### config.mk
export PLATFORM = sky130hd
export DESIGN_NAME = rename_free_list
export DESIGN_NICKNAME = d
export VERILOG_FILES = /design/src/rtl/rename_free_list_pkg.sv /design/src/rtl/rename_free_list.sv
export SDC_FILE = /design/constraint.sdc
export NUM_CORES = 1
export LEC_CHECK = 0
export CAP_MARGIN = 40
export CORE_AREA = 2 2 245 175
export DETAILED_ROUTE_END_ITERATION = 10
export DIE_AREA = 0 0 247 177
export PLACE_DENSITY_LB_ADDON = 0.1
export SLEW_MARGIN = 5
export SYNTH_ARGS = -nofsm -noshare
export SYNTH_HDL_FRONTEND = slang
export SYNTH_SLANG_ARGS = --single-unit
### constraint.sdc
create_clock -name clk -period 6.53 [get_ports clk]
set_input_delay 0.9795 -clock clk [delete_from_list [all_inputs] [get_ports clk]]
set_output_delay 0.9795 -clock clk [all_outputs]
set_load 0.005 [all_outputs]
### src/rtl/rename_free_list_pkg.sv
// Shared types and sizing for the rename-stage physical register free list.
package rename_free_list_pkg;

    localparam int TABLE_ENTRIES = 64;
    localparam int ARCH_REGS     = 32;
    localparam int FREE_DEPTH    = TABLE_ENTRIES - ARCH_REGS;
    localparam int PREG_W        = $clog2(TABLE_ENTRIES);
    localparam int IDX_W         = $clog2(FREE_DEPTH);
    // One extra wrap bit distinguishes full from empty when indices match.
    localparam int PTR_W         = IDX_W + 1;

    typedef logic [PREG_W-1:0] preg_t;
    typedef logic [PTR_W-1:0]  ptr_t;

    // FREE_LIST names the speculative head, BACKUP_FREE_LIST the retirement head.
    typedef enum logic [0:0] {
        FREE_LIST        = 1'b0,
        BACKUP_FREE_LIST = 1'b1
    } initialization_t;

    // Storage index of a wrap-bit pointer.
    function automatic logic [IDX_W-1:0] ptr_idx(input ptr_t p);
        return p[IDX_W-1:0];
    endfunction

endpackage

### src/rtl/rename_free_list.sv
// Circular free list of physical register tags with a speculative head
// (rename) and a retirement head (commit) for single-cycle flush recovery.
module rename_free_list
    import rename_free_list_pkg::*;
(
    input  logic              clk,
    input  logic              rst,
    input  logic              rename_req,
    output logic              rename_ready,
    output logic [PREG_W-1:0] rename_preg,
    input  logic              commit_valid,
    input  logic [PREG_W-1:0] commit_old_preg,
    input  logic              flush,
    output logic [PTR_W:0]    free_count
);

    preg_t r_list [FREE_DEPTH];
    ptr_t  r_spec_head;
    ptr_t  r_retire_head;
    ptr_t  r_tail;

    ptr_t  w_count;
    logic  w_pop;
    logic  w_push;
    ptr_t  w_spec_head_nxt;
    ptr_t  w_retire_head_nxt;
    ptr_t  w_tail_nxt;

    assign w_count      = r_tail - r_spec_head;
    assign rename_ready = (w_count != {PTR_W{1'b0}});
    assign free_count   = {1'b0, w_count};
    // Zero-latency pop: no bypass from a same-cycle push.
    assign rename_preg  = r_list[ptr_idx(r_spec_head)];

    // Handshakes; a push into a completely free list is dropped.
    always_comb begin
        w_pop  = rename_req && rename_ready && !flush;
        w_push = commit_valid && (w_count != PTR_W'(FREE_DEPTH));
    end

    // Next pointer values; flush rewinds the speculative head to the
    // (possibly just-advanced) retirement head and cancels any pop.
    always_comb begin
        w_retire_head_nxt = r_retire_head;
        w_tail_nxt        = r_tail;
        w_spec_head_nxt   = r_spec_head;
        if (w_push) begin
            w_retire_head_nxt = r_retire_head + PTR_W'(1);
            w_tail_nxt        = r_tail + PTR_W'(1);
        end else begin
            w_retire_head_nxt = r_retire_head;
            w_tail_nxt        = r_tail;
        end
        if (flush) begin
            w_spec_head_nxt = w_retire_head_nxt;
        end else if (w_pop) begin
            w_spec_head_nxt = r_spec_head + PTR_W'(1);
        end else begin
            w_spec_head_nxt = r_spec_head;
        end
    end

    // Pointer registers; reset leaves the list full.
    always_ff @(posedge clk or posedge rst) begin
        if (rst) begin
            r_spec_head   <= {PTR_W{1'b0}};
            r_retire_head <= {PTR_W{1'b0}};
            r_tail        <= PTR_W'(FREE_DEPTH);
        end else begin
            r_spec_head   <= w_spec_head_nxt;
            r_retire_head <= w_retire_head_nxt;
            r_tail        <= w_tail_nxt;
        end
    end

    // Tag storage; reset loads the tags above the architectural mapping.
    always_ff @(posedge clk or posedge rst) begin
        if (rst) begin
            for (int i = 0; i < FREE_DEPTH; i++) begin
                r_list[i] <= preg_t'(ARCH_REGS + i);
            end
        end else if (w_push) begin
            r_list[ptr_idx(r_tail)] <= commit_old_preg;
        end else begin
            r_list[ptr_idx(r_tail)] <= r_list[ptr_idx(r_tail)];
        end
    end

endmodule
==> results of run 1 <==
-- power by group --
group          switching, mW  internal [mW]  leakage, nW
combinational           2.97           2.30         2.73
clock                  0.583          0.808        0.389
sequential             0.623           2.22         2.33
-- cell type report --
cell class	instances	area share, %
multi-input cells	717	45.8
flip-flops and latches	210	39.4
clock inverters	9	0.721
clock buffers	36	5.01
diodes	1	0.0182
inverters	11	0.328
repair buffers	45	3.68
well taps	552	5.04
-- Yosys cell counts (3+ instances only) --
library cell  instances  share of area [%]
nand2_1             244                7.5
o21ai_2             180                 13
dfstp_2             113                 24
dfrtp_1              97                 20
mux4_2               96                 18
clkbuf_1             43                1.3
mux2i_1              23                1.9
nand3_1              20               0.82
buf_6                19                1.7
o21ai_0              19               0.78
mux2_2               16                1.5
buf_2                14               0.57
xnor2_1              13               0.93
a22oi_1              12               0.74
nor2_1               12               0.37
buf_1                11               0.34
ha_1                 11                1.1
o22ai_1              10               0.51
inv_1                 9               0.28
nor2b_1               9               0.46
mux2i_4               6                1.1
xor2_1                6               0.43
o2111ai_1             5               0.36
nor4_1                4               0.20
buf_4                 3               0.18
nand4_1               3               0.15
nor3_1                3               0.12
-- registers in the layout, indices dropped and copies added, names as in the netlist --
signal,flops
r_list,192
r_retire_head,6
r_spec_head,6
r_tail,6
-- critical path, cell delays in order (launching register included) --
cell             delay, ns
dfrtp_1               0.59
clkinv_1              0.57
ha_1                  0.58
and2_0                0.18
o21a_1                0.16
a31o_2                0.25
nor4_1                0.63
inv_1                 0.09
clkdlybuf4s50_1       0.47
-- kinds of logic after synthesis --
family,share of synthesized area (%)
AND/OR/NAND/NOR,10.2
adder cells (fa/ha/maj),1.29
other,0.0306
AO/OA/AOI/OAI,16.2
flip-flops,44.1
XOR/XNOR,1.36
buffers and inverters,4.66
multiplexers,22.1
-- through the flow --
step	hold WS, ns	instance area [um2]	util [%]	setup WS, ns	cells
floorplan	0.432	12200	-	2.91	1029
global placement	0.454	12800	30.8	1.97	1530
detailed placement	0.453	12900	31.1	2.01	1535
CTS	0.464	13700	33.0	1.42	1580
global route	0.484	13700	33.0	1.25	1580
finish	0.458	13700	33.0	1.49	1581
-- worst max path at each step --
stage / end / slack [ns] / cells after the start
2_1_floorplan: r_list[100]$_DFFE_PP0P_ / 2.91 / 1
3_3_place_gp: rename_ready / 1.97 / 8
3_5_place_dp: rename_ready / 2.01 / 8
4_1_cts: rename_ready / 1.42 / 8
5_1_grt: rename_ready / 1.25 / 8
6_report: rename_ready / 1.49 / 8
-- metal layers --
layer | up-vias | GRT usage [%] | wire length, um
li1 | 3722 | - | -
met1 | 4052 | 28.4 | 19400
met5 | - | 0 | 0
met4 | 0 | 3.19 | 629
met2 | 163 | 25.1 | 15600
met3 | 37 | 4.14 | 2310
==> flow_summary.ini, run 1 <==
[finish]
final_nets = 1033
final_cell_mix = nand2_1, o21ai_2, dfstp_2, mux4_2, dfrtp_1
mostFrequentLayoutCell = nand2_1
nFillCells = 4158
multi_input_area_um2 = 6280
syn_to_final_growth_pct = 12.0
regArea_um2 = 5410
drive_gt1_share_pct = 46.7

[sta]
period_needed_ns = 5.04
slew_headroom_pct = 43.1
fin_crit_sh_pct = 77.2
slew_violations = 0
tightest_slew_ns = 0.836
fmax_mhz = 198
finalSetupViolCount = 0
final-hold-violation-count = 0
rsz0062_at_grt = no
fin_setup_tns_ns = 0
clock-skew-final_ns = 0.0168

[global_route]
first_global_vias = 8014
grt_pass1_wl_mm = 57.4
grt_max_degree = 117
grt_usage_pct = 18.0
antenna_found_initial = 1
grt_overflow = 0

[cts]
ctsLongestPathBuffers = 3
h-tree-depth = 1
cts_root_buf = clkbuf_16
postCtsHoldBufs = 0
cts_resized = 0
clk_latency_ns = 0.54
cts.sinks = 210
cts_buffers = 25
cts_tree = built
clkTransAtPathRegs_ns = 0.06
post_cts_buffers = 0

[critical_path]
end_kind = output port
rr_endpoint = r_list[73]$_DFFE_PP1P_
path_class = reg2out
startpoint = r_spec_head[4]$_DFFE_PP0P_
critPathMaxFanout = 9
r2r-start = r_spec_head[4]$_DFFE_PP0P_
r2r_slack_ns = 2.19
cp-start-kind = register
r2r_cells = 10
arrival_ns = 4.06
required_ns = 5.55

[floorplanning]
die_w_um = 247
die_area_um2 = 43700
core_um2 = 41500
die_height_um = 177
initial_utilization_pct = 29.5
io_pins = 25
core.rowCount = 63

[route]
vias = 7974
route.detailed.wl_per_inst_um = 24.0
drt_iter0_markers = 581
via_per_inst = 5.04
wirelength_mm = 38.0
antenna_left = 0
drc = 0
firstDrtPassIters = 5

[worst_hold_path]
hold_start = r_retire_head[5]$_DFF_PP0_
min_path_cells = 1
hold_end = r_retire_head[5]$_DFF_PP0_
hold_path.class = reg2reg

[power]
ir_worst_vdd_mv = 0.309
powerDensity_nw_per_um2 = 693
p_leak_nw = 5.45
power_mw = 9.50

[place]
detailed_place_hpwl_mm = 26.4
gp_congestion = 0.786
numPortBuffers = 23

[yosys]
synth_seq_cells = 210
syn_area_um2 = 12200
yosys_warnings = 0
synth_ff_type = dfstp_2
ys_seq_area_share_pct = 44.1
synth.avg_cell_area_um2 = 11.9
synth_nets = 1052
ys_async_sr_fraction_pct = 100
netlist_instances = 1029
synth_cell_types = 49
synth_edf_count = 0

[job]
maxCapViolCount = 0

[outcome]
status = finished clean
(Power assumes the default switching activity.)
==> inputs of run 2 (changes only) <==
- clock period: 6.53 -> 4.24 ns (I/O delays scaled with it)
==> flow_summary.ini, run 2 (synthesized netlist as in run 1, its figures left out) <==
[critical_path]
cp-start-kind = register
r2r_slack_ns = 0.68
path_class = reg2out
r2r-start = r_spec_head[0]$_DFFE_PP0P_
arrival_ns = 3.35
crit_end = rename_ready
rr_endpoint = r_list[13]$_DFFE_PP0P_
end_kind = output port
critPathMaxFanout = 3
startpoint = r_spec_head[0]$_DFFE_PP0P_
r2r_cells = 10
required_ns = 3.60

[job]
maxCapViolCount = 0

[sta]
rsz0062_at_grt = no
slew_violations = 0
fin_setup_tns_ns = 0
final-hold-violation-count = 0
finalSetupViolCount = 0
slew_headroom_pct = 43.2
fmax_mhz = 251
period_needed_ns = 3.99
clock-skew-final_ns = 0.0174
fin_crit_sh_pct = 94.1
tightest_slew_ns = 0.849

[cts]
clkTransAtPathRegs_ns = 0.06
ctsLongestPathBuffers = 3
cts_root_buf = clkbuf_16
clk_latency_ns = 0.55
h-tree-depth = 1
cts.sinks = 210
post_cts_buffers = 0
cts_tree = built
cts_resized = 0
cts_buffers = 25
postCtsHoldBufs = 0

[floorplanning]
core.rowCount = 63
core_um2 = 41500
initial_utilization_pct = 29.5
die_w_um = 247
die_area_um2 = 43700
io_pins = 25
die_height_um = 177

[power]
seqPwrFrac_pct = 28.8
power_mw = 14.7
swShare_pct = 43.8
p_clk_share_pct = 15.2
p_int_mw = 8.25
p_sw_mw = 6.44
p_leak_nw = 5.52
power_frac_comb_pct = 56.0
ir_worst_vdd_mv = 0.863
powerDensity_nw_per_um2 = 1060

[finish]
final_cell_mix = nand2_1, o21ai_2, dfstp_2, mux4_2, dfrtp_1
syn_to_final_growth_pct = 13.0
mostFrequentLayoutCell = nand2_1
largest_reg_flops = 192
final_nets = 1043
drive_gt1_share_pct = 47.4
top_register = r_list

[route]
drc = 0
drt_iter0_markers = 541
via_per_inst = 5.00
route.detailed.wl_per_inst_um = 24.1
wirelength_mm = 38.4
vias = 7976
antenna_left = 0
firstDrtPassIters = 6

[global_route]
grt_max_degree = 64
grt_pass1_wl_mm = 57.6
grt_usage_pct = 18.2
antenna_found_initial = 2
first_global_vias = 8063
grt_overflow = 0

[place]
gp_congestion = 0.793
numPortBuffers = 23
detailed_place_hpwl_mm = 26.3

[outcome]
status = finished clean

[worst_hold_path]
hold_path.class = reg2reg
run 2: final cells by class:
cell class | instances | area [um2]
Tap cell | 552 | 691
Clock inverter | 6 | 83.8
Timing Repair Buffer | 55 | 573
Inverter | 11 | 45.0
Fill cell | 4151 | 27700
Sequential cell | 210 | 5410
Antenna cell | 5 | 12.5
Clock buffer | 39 | 748
Multi-Input combinational cell | 717 | 6280
run 2: per-stage QoR:
| step | setup slack [ns] | std cells | instance area [um2] | hold slack, ns | utilization, % |
|---|---|---|---|---|---|
| floorplan | 0.865 | 1029 | 12200 | 0.432 | - |
| global placement | 0.684 | 1543 | 12900 | 0.451 | 31.1 |
| detailed placement | 0.663 | 1545 | 13000 | 0.448 | 31.3 |
| CTS | 0.236 | 1590 | 13800 | 0.467 | 33.3 |
| global route | 0.0162 | 1590 | 13800 | 0.478 | 33.3 |
| finish | 0.251 | 1595 | 13800 | 0.459 | 33.3 |
run 2: worst max-delay path: stages, from the launching register on:
cell	delay (ns)
dfrtp_4	0.49
ha_1	0.22
fa_1	0.51
inv_1	0.06
nor4_1	0.36
mux2i_1	0.19
nor4_1	0.43
inv_1	0.09
clkdlybuf4s50_1	0.46
run 2: routing by layer:
metal,wire [um],vias up,GRT usage [%]
li1,-,3737,-
met1,20300,4052,29.1
met2,15500,142,24.9
met3,1790,45,3.67
met4,817,0,3.94
met5,0,-,0
run 2: how the worst min path moves through the flow:
stage	startpoint	cells after the start	slack, ns	to
CTS	rst	2	0.47	r_list[19]$_DFFE_PP0P_
detailed placement	r_retire_head[5]$_DFF_PP0_	1	0.45	r_retire_head[5]$_DFF_PP0_
finish	r_retire_head[5]$_DFF_PP0_	1	0.46	r_retire_head[5]$_DFF_PP0_
global route	r_retire_head[5]$_DFF_PP0_	1	0.48	r_retire_head[5]$_DFF_PP0_
floorplan	r_retire_head[5]$_DFF_PP0_	1	0.43	r_retire_head[5]$_DFF_PP0_
global placement	r_retire_head[5]$_DFF_PP0_	1	0.45	r_retire_head[5]$_DFF_PP0_
run 2: power groups by stage:
stage | clock network (mW) | registers (mW) | logic [mW]
floorplan | 0 | 3.93 | 5.99
global placement | 0 | 4.22 | 8.24
detailed placement | 0 | 4.24 | 8.32
CTS | 2.31 | 4.22 | 8.33
global route | 2.40 | 4.39 | 8.89
finish | 2.24 | 4.23 | 8.22
==> inputs of run 3 (changes only) <==
- SKIP_LAST_GASP: not set -> 1
==> results of run 3 <==
No change in the layout: final DEF, timing and power equal those of run 2.
